## config.mk

```make
export PLATFORM = sky130hd
export DESIGN_NAME = wb_write_buffer
export DESIGN_NICKNAME = d
export VERILOG_FILES = /design/src/rtl/wb_write_buffer.sv
export SDC_FILE = /design/constraint.sdc
export NUM_CORES = 2
export LEC_CHECK = 0
export ABC_AREA = 1
export BUFFER_PORTS_ARGS = -buffer_cell sky130_fd_sc_hd__buf_2
export CAP_MARGIN = 20
export CORE_MARGIN = 3
export CORE_UTILIZATION = 40
export CTS_BUF_LIST = sky130_fd_sc_hd__clkbuf_8 sky130_fd_sc_hd__clkbuf_16
export DETAILED_ROUTE_END_ITERATION = 10
export GPL_TIMING_DRIVEN = 0
export HOLD_SLACK_MARGIN = 0.12
export SLEW_MARGIN = 20
export SYNTH_ARGS = -nofsm -noshare
export SYNTH_HDL_FRONTEND = slang
export SYNTH_SLANG_ARGS = --single-unit
```

## constraint.sdc

```tcl
create_clock -name clk -period 37.1 [get_ports clk]
set_clock_uncertainty 0.05 [all_clocks]
set_input_delay 3.71 -clock clk [delete_from_list [all_inputs] [get_ports clk]]
set_output_delay 3.71 -clock clk [all_outputs]
set_load 0.01 [all_outputs]
```

## src/rtl/wb_write_buffer.sv

```systemverilog
// wb_write_buffer
//   Write-back buffer placed between a direct-mapped cache and main memory.
//   Dirty-line evictions from the cache are absorbed into a small circular
//   FIFO and drained to memory in the background. Reads that hit a buffered
//   line are answered from the buffer, so the cache never sees stale data.
//   Reads that miss bypass pending drains and go straight to memory.
//
// Ports
//   clk, rst        clock; asynchronous active-high reset
//   up_rd_req       line read request from cache
//   up_wr_req       line write (eviction) request from cache
//   up_addr         line address of the upstream request
//   up_wr_line      line to write (word i at bits [32i+31:32i])
//   up_gnt          one-cycle completion pulse to the cache
//   up_rd_line      read-response line, held until the next read response
//   mem_rd_req      read request to main memory
//   mem_wr_req      write request to main memory
//   mem_addr        memory line address (0 while no request is active)
//   mem_wr_line     line written to memory
//   mem_rd_line     line returned by memory, valid with mem_gnt
//   mem_gnt         memory completion pulse
//   count           number of occupied buffer entries
module wb_write_buffer #(
  parameter  int LINE_ADDR_LEN = 3,
  parameter  int ADDR_LEN      = 9,
  parameter  int DEPTH         = 4,
  localparam int LW            = 32 << LINE_ADDR_LEN,
  localparam int CNT_W         = $clog2(DEPTH + 1)
) (
  input  logic                clk,
  input  logic                rst,
  input  logic                up_rd_req,
  input  logic                up_wr_req,
  input  logic [ADDR_LEN-1:0] up_addr,
  input  logic [LW-1:0]       up_wr_line,
  output logic                up_gnt,
  output logic [LW-1:0]       up_rd_line,
  output logic                mem_rd_req,
  output logic                mem_wr_req,
  output logic [ADDR_LEN-1:0] mem_addr,
  output logic [LW-1:0]       mem_wr_line,
  input  logic [LW-1:0]       mem_rd_line,
  input  logic                mem_gnt,
  output logic [CNT_W-1:0]    count
);

  localparam int PTR_W = (DEPTH > 1) ? $clog2(DEPTH) : 1;

  typedef enum logic [1:0] {
    S_IDLE,
    S_DRAIN,
    S_FETCH,
    S_RESP
  } state_t;

  state_t              state_q, state_d;
  logic [DEPTH-1:0]    valid_q, valid_d;
  logic [ADDR_LEN-1:0] addr_q [DEPTH];
  logic [ADDR_LEN-1:0] addr_d [DEPTH];
  logic [LW-1:0]       line_q [DEPTH];
  logic [PTR_W-1:0]    head_q, head_d;
  logic [PTR_W-1:0]    tail_q, tail_d;
  logic [CNT_W-1:0]    count_q, count_d;
  logic [ADDR_LEN-1:0] mem_addr_q, mem_addr_d;
  logic [LW-1:0]       mem_wr_line_q, mem_wr_line_d;
  logic [LW-1:0]       up_rd_line_q, up_rd_line_d;

  // Single write port into the line storage (push at tail or coalesce).
  logic                line_we;
  logic [PTR_W-1:0]    line_widx;

  logic [DEPTH-1:0]    match;
  logic                hit;
  logic [PTR_W-1:0]    hit_idx;
  logic                full;

  for (genvar gi = 0; gi < DEPTH; gi++) begin : g_match
    assign match[gi] = valid_q[gi] && (addr_q[gi] == up_addr);
  end

  // Writes to a buffered address always coalesce, so at most one valid
  // entry ever holds a given address; a plain priority pick is enough.
  always_comb begin
    hit     = |match;
    hit_idx = '0;
    for (int i = 0; i < DEPTH; i++) begin
      if (match[i]) hit_idx = PTR_W'(i);
    end
  end

  assign full = (count_q == CNT_W'(DEPTH));

  always_comb begin
    state_d       = state_q;
    valid_d       = valid_q;
    addr_d        = addr_q;
    head_d        = head_q;
    tail_d        = tail_q;
    count_d       = count_q;
    mem_addr_d    = mem_addr_q;
    mem_wr_line_d = mem_wr_line_q;
    up_rd_line_d  = up_rd_line_q;
    line_we       = 1'b0;
    line_widx     = tail_q;

    case (state_q)
      S_IDLE: begin
        if (up_rd_req) begin
          // Read wins over a simultaneous write.
          if (hit) begin
            up_rd_line_d = line_q[hit_idx];
            state_d      = S_RESP;
          end else begin
            mem_addr_d = up_addr;
            state_d    = S_FETCH;
          end
        end else if (up_wr_req && (hit || !full)) begin
          line_we = 1'b1;
          state_d = S_RESP;
          if (hit) begin
            line_widx = hit_idx;
          end else begin
            valid_d[tail_q] = 1'b1;
            addr_d[tail_q]  = up_addr;
            tail_d          = tail_q + 1'b1;
            count_d         = count_q + 1'b1;
          end
        end else if (count_q != '0) begin
          // Also reached by a write to a full buffer: freeing the head
          // slot is the only way that write can make progress.
          mem_addr_d    = addr_q[head_q];
          mem_wr_line_d = line_q[head_q];
          state_d       = S_DRAIN;
        end
      end
      S_DRAIN: begin
        if (mem_gnt) begin
          valid_d[head_q] = 1'b0;
          head_d          = head_q + 1'b1;
          count_d         = count_q - 1'b1;
          state_d         = S_IDLE;
        end
      end
      S_FETCH: begin
        if (mem_gnt) begin
          up_rd_line_d = mem_rd_line;
          state_d      = S_RESP;
        end
      end
      S_RESP: begin
        state_d = S_IDLE;
      end
      default: begin
        state_d = S_IDLE;
      end
    endcase
  end

  always_ff @(posedge clk or posedge rst) begin
    if (rst) begin
      state_q       <= S_IDLE;
      valid_q       <= '0;
      head_q        <= '0;
      tail_q        <= '0;
      count_q       <= '0;
      mem_addr_q    <= '0;
      mem_wr_line_q <= '0;
      up_rd_line_q  <= '0;
      for (int i = 0; i < DEPTH; i++) begin
        addr_q[i] <= '0;
      end
    end else begin
      state_q       <= state_d;
      valid_q       <= valid_d;
      head_q        <= head_d;
      tail_q        <= tail_d;
      count_q       <= count_d;
      mem_addr_q    <= mem_addr_d;
      mem_wr_line_q <= mem_wr_line_d;
      up_rd_line_q  <= up_rd_line_d;
      addr_q        <= addr_d;
    end
  end

  // Line payload needs no reset: an entry is only read while its valid bit
  // is set, and valid bits are cleared by reset.
  always_ff @(posedge clk) begin
    if (line_we) line_q[line_widx] <= up_wr_line;
  end

  // Request strobes come straight from the state register so an
  // asynchronous reset withdraws them in the same cycle.
  assign up_gnt      = (state_q == S_RESP);
  assign mem_wr_req  = (state_q == S_DRAIN);
  assign mem_rd_req  = (state_q == S_FETCH);
  assign mem_addr    = (mem_wr_req || mem_rd_req) ? mem_addr_q : '0;
  assign mem_wr_line = mem_wr_line_q;
  assign up_rd_line  = up_rd_line_q;
  assign count       = count_q;

endmodule

```

## After elaboration in Yosys (flattened, before gate mapping)

Memory sizes are Yosys's and may differ from the RTL's. A register that Yosys moved wholly into a read port is not among the register bits.
Index checks and enable logic that the tools add are counted.

| operators by class | value |
|---|---|
| add/sub/neg operators | 4 |
| order comparisons | 7 |
| eq/ne operators | 18 |
| muxes and demuxes | 48 |
| bitwise operators | 8 |
| reduce and logical (&&, ||, !) cells | 24 |

Operator list:

| kind | number |
|---|---|
| $mux 256 | 3 |
| $pmux 256 s2 | 1 |
| $mux 9 | 8 |
| $bwmux 36 | 1 |
| $eq 9x9->1 | 4 |
| $mux 2 | 11 |
| $bmux 9 s2 | 1 |
| $demux 9 s2 | 1 |
| $mux 4 | 4 |
| $reduce_and 4->1 | 4 |
| $ne 2x2->1 const B | 7 |
| $mux 3 | 4 |
| $mux 1 | 9 |
| $logic_and 1x1->1 | 8 |
| $pmux 2 s4 | 1 |
| $pmux 4 s2 | 1 |
| $ge 3x3->1 const B | 2 |
| $lt 2x3->1 const B | 2 |
| $not 2->3 | 2 |
| $pmux 3 s2 | 1 |
| $reduce_bool 2->1 | 3 |
| $reduce_and 5->1 | 1 |
| $add 2x1->2 const B | 2 |
| $and 4x4->4 | 1 |
| 20 further kinds | 27 |

| word-level totals | value |
|---|---|
| flip-flop bits (word level) | 314 |
| memory bits (writable) | 1024 |
| bits of input ports | 526 |
| output and inout port bits | 527 |
| word-level logic and storage cells | 121 |
| memories kept | 1 |

Memories:

| memory | words | bits a word | read ports | clocked after memory_dff | wr ports | line | source |
|---|---|---|---|---|---|---|---|
| line_q | 4 | 256 | 2 | 1 | 1 | 60 | `logic [LW-1:0] line_q [DEPTH];` |

## Longest topological paths before layout

| logic depth | value |
|---|---|
| word-level depth | 10 |
| gate-level depth with buffers | 19 |

## Worst setup path before layout

OpenSTA, ideal clock, no wires.

| timing | value |
|---|---|
| path type | input -> register |
| from | in up_addr[4] |
| to | mem line_q[1][0] (netlist bit) (enable) |
| setup time | 885 ps |
| data arrival time | 15805 ps |
| data required time | 36165 ps |
| slack | 20361 ps |
| cell stages on the path | 15 |
| cells stage by stage | buf_4 -> inv_2 -> nand2_1 -> nand2_1 -> nor2_1 -> nand3_1 -> nor2_2 -> nand2_2 -> nand2_2 -> buf_4 -> buf_2 -> nand4_1 -> nand2_1 -> inv_2 -> nor2_1 |

| between the ends | value |
|---|---|
| word-level cells in the longest chain between the ends | 10 |

Ends and longest elaborated chain:

| item | line | source |
|---|---|---|
| from (decl) | 34 | `input logic [ADDR_LEN-1:0] up_addr,` |
| $eq 9x9->1 | 78 | `assign match[gi] = valid_q[gi] && (addr_q[gi] == up_addr);` |
| $logic_and 1x1->1 | 78 |  |
| $reduce_or 4->1 | 84 | `hit = \|match;` |
| $logic_or 1x1->1 | 117 | `end else if (up_wr_req && (hit \|\| !full)) begin` |
| $logic_and 1x1->1 | 117 |  |
| $mux 1 | 117 |  |
| $mux 1 | 108 | `if (up_rd_req) begin` |
| $mux 1 | 106 | `case (state_q)` |
| $mux 1 | 188 | `if (line_we) line_q[line_widx] <= up_wr_line;` |
| $mux 1 (implied by the code) | 188 |  |
| to (decl) | 60 |  |

Parallel ways exist; a longest one is shown, timed or not.

## Worst setup path in the final report

| timing | value |
|---|---|
| from | in up_addr[0] |
| to | mem line_q[3][50] (netlist bit) (enable) |

Same word-level chain as after synthesis.

==> metrics.md <==
| Metric | Value |
|---|---|
| Mapped Cells | `8651` |
| Sequential share of the synthesized area | `60.0%` |
| Yosys cell types | `40` |
| # H-tree levels | `4` |
| Mean Syn Cell Area | `8.67 um2` |
| Crit path capture | `line_q[3][50]` |
| Syn_nets | `9191` |
| GRT Total Usage | `31.4%` |
| Final std cell area, no fill | `91300 um2` |
| Reg clk slew, reported paths | `60 ps` |
| Reg2Reg Depth | `20` |
| Via density | `5.23` |
| Fillcell total | `17.7k` |
| Vias in the first global route | `63.6k` |
| Initial Utilization | `40.3%` |
| Core Box Area | `186000 um2` |
| Grt ovf | `0` |
| Via count | `66.3k` |
| IR drop worst, VDD | `46.8 uV` |
| Dpl hpwl | `230000 um` |
| Pleak | `44.1 nW` |
| Tcrit/Tclk final | `21.6%` |
| Worst r2r src | `addr_q[3]` |
| Arrival @ worst endpoint | `8500 ps` |
| P per Cell Area | `76.2 nW/um2` |
| Synthesis Warnings | `0` |
| Final Max Tran Viols | `0` |
| # hold bufs at CTS | `0` |
| Final Critical Period | `8020 ps` |
| Nets | `10.5k` |
| Die height | `439 um` |
| Status | `complete, no violations` |
| Die area | `193000 um2` |
| Non-filler cells, final | `12.7k` |
| Crit path launch type | `input pin` |
| DRT antenna net count | `0` |
| Hold Vio Cnt, Final | `0` |
| Critical Path Source | `up_addr[0]` |
| First-pass GRT wire length | `440000 um` |
| CTS buffer count | `175` |
| Initial antenna violation count | `128` |
| Final setup violation count | `0` |
| Area share of and/or/nand/nor cells after synthesis | `21.9%` |
| Most frequent cells in the layout | `3053 x nand2_1, 1204 x buf_2, 1024 x edfxtp_1, 912 x inv_1, 798 x o21ai_0` |
| FF-to-FF End | `line_q[3][50]` |
| Largest family of logic cells by synthesized area | `simple AND/OR/NAND/NOR gates` |
| Share of layout cells above drive strength 1 | `16.3%` |
| CTS tree | `yes` |
| Multiplexer share of the synthesized area | `0%` |
| IO buf count | `1043` |
| Pwr Total | `6.95 mW` |
| CTS Buffer Depth | `3` |
| Reg-to-reg slack, setup | `31760 ps` |
| Commonest non-fill, non-tap cell in the layout | `nand2_1` |
| Root Driver | `clkbuf_16` |
| Hold Crit Depth | `2` |
| Path type of the worst setup path | `input pin to flop` |
| Max Fanout on Critical Path | `21` |
| Clk Latency, worst-skew pair | `860 ps` |
| DRT Pass-1 Iters | `8` |
| Num ports | `1053` |
| # resized after CTS | `0` |
| Chip width | `439 um` |
| Max-Cap Viols | `0` |
| DRT iter0 DRCs | `6864` |
| Tightest Pin Transition | `1230 ps` |
| Wirelength per Cell | `24.5 um` |
| Sink Count | `1594` |
| RSZ-0062 raised after global routing | `no` |
| Adder-cell share of the synthesized area | `0.243%` |
| Dpl cells | `12.2k` |
| Largest net degree at the start of global routing | `101` |
| Worst hold path type | `flop to flop` |
| Layout area overhead | `21.7%` |
| DRC | `0` |
| Rel. slew slack | `18.1%` |
| Routability cong. | `0.963` |
| Complex-gate fraction of the synthesized area | `10.0%` |
| Synthesized flop and latch total | `1594` |
| Cell Area, Synth | `75000 um2` |
| Core Rows | `158` |
| Placed inst area | `85100 um2` |
| Drt total wl | `311000 um` |
| Xor/xnor cell area share of the yosys netlist | `0.175%` |
| Post-CTS Setup Bufs | `0` |
| Worst EP required | `37590 ps` |
| F_max | `0.125 GHz` |
| Critical path endpoint category | `flop` |
| Setup TNS | `0 ps` |
## cell families after synthesis
family,after synthesis
adders and majority gates,14
DFF,1594
buffers and inverters,1425
and+or+nand+nor,4104
AOI/OAI and AO/OA,1499
xor gates and xnor gates,15
## synthesized netlist by cell type, drive strengths merged
| library cell | count | area (um2) |
|---|---|---|
| a22oi | 1 | 7.51 |
| a32o | 1 | 10.0 |
| a21boi | 2 | 15.0 |
| o211ai | 1 | 7.51 |
| fa | 1 | 20.0 |
| or2 | 73 | 457 |
| clkbuf | 302 | 1130 |
| nor3 | 2 | 10.0 |
| xnor2 | 10 | 87.6 |
| nand2 | 3059 | 11500 |
| clkinv | 4 | 15.0 |
| nor2 | 526 | 2020 |
| a21oi | 426 | 2140 |
| xor2 | 5 | 43.8 |
| o21ai | 1062 | 5320 |
| o31ai | 1 | 7.51 |
| nand3 | 362 | 1830 |
| dfrtp | 570 | 14300 |
| ha | 13 | 163 |
| or4 | 1 | 7.51 |
| a211oi | 5 | 37.5 |
| inv | 883 | 3310 |
| nand3b | 78 | 586 |
| nand4 | 3 | 25.0 |
| buf | 236 | 1270 |
| edfxtp | 1024 | 30700 |
## per-stage QoR
step	setup WS [ps]	util, %	hold WS, ps
after global routing	28910	49.0	442
after global placement	8400	44.8	407
after floorplan	17400	-	392
after detailed placement	28230	45.7	409
final	29080	49.1	424
after CTS	29130	48.9	427
## flip-flops by register name, indices dropped and copies added (netlist names)
signal / cells
line_q: 1024
mem_wr_line: 256
up_rd_line: 256
addr_q: 36
mem_addr_q: 9
valid_q: 4
count: 3
head_q: 2
state_q: 2
tail_q: 2
## per-layer routing
layer | global-route usage, % | part of all wire, % | vias up
li1 | - | - | 30600
met1 | 38.6 | 38 | 31800
met2 | 50.6 | 47 | 3158
met3 | 6.12 | 7.8 | 650
met4 | 20.2 | 6.8 | 28
met5 | 0 | 0.064 | -
## layout make-up
cell class | instances | area (um2) | area share, %
Timing Repair Buffer | 1111 | 6850 | 7.51
Inverter | 887 | 3340 | 3.66
Multi-Input combinational cell | 5632 | 24300 | 26.6
Buffer | 538 | 2430 | 2.66
Sequential cell | 1594 | 45000 | 49.3
Clock buffer | 196 | 4760 | 5.21
Antenna cell | 107 | 268 | 0.293
Tap cell | 2480 | 3100 | 3.40
Clock inverter | 135 | 1210 | 1.32
## worst max-delay path: stages
cell     delay [ps]
buf_2            90
buf_2           230
nor2_1           80
nor2_1          110
nand2_1          60
nor2_1          160
nand2_2         340
nand2_2         460
buf_4           370
buf_2           420
nand4_1         150
nand2_1         220
inv_2           100
nor2_4          620
buf_12          280
buf_16          200
buf_16          180
buf_16          180
buf_12          200
buf_12          200
## worst min-delay path by stage
stage | from | to | slack, ps
detailed placement | up_rd_line[69] | up_rd_line[69] | 410
CTS | up_rd_line[12] | up_rd_line[12] | 430
global placement | up_rd_line[186] | up_rd_line[186] | 410
global route | up_rd_line[151] | up_rd_line[151] | 440
finish | mem_addr_q[7] | mem_addr_q[7] | 420
floorplan | mem_addr_q[0] | mem_addr_q[0] | 390
## where the power goes
part	leakage [nW]	internal, mW	switching (mW)	total [mW]
clock network	3.09	1.03	0.780	1.81
registers	16.4	2.25	0.193	2.44
logic	24.6	0.776	1.93	2.71
(Power assumes the default switching activity.)
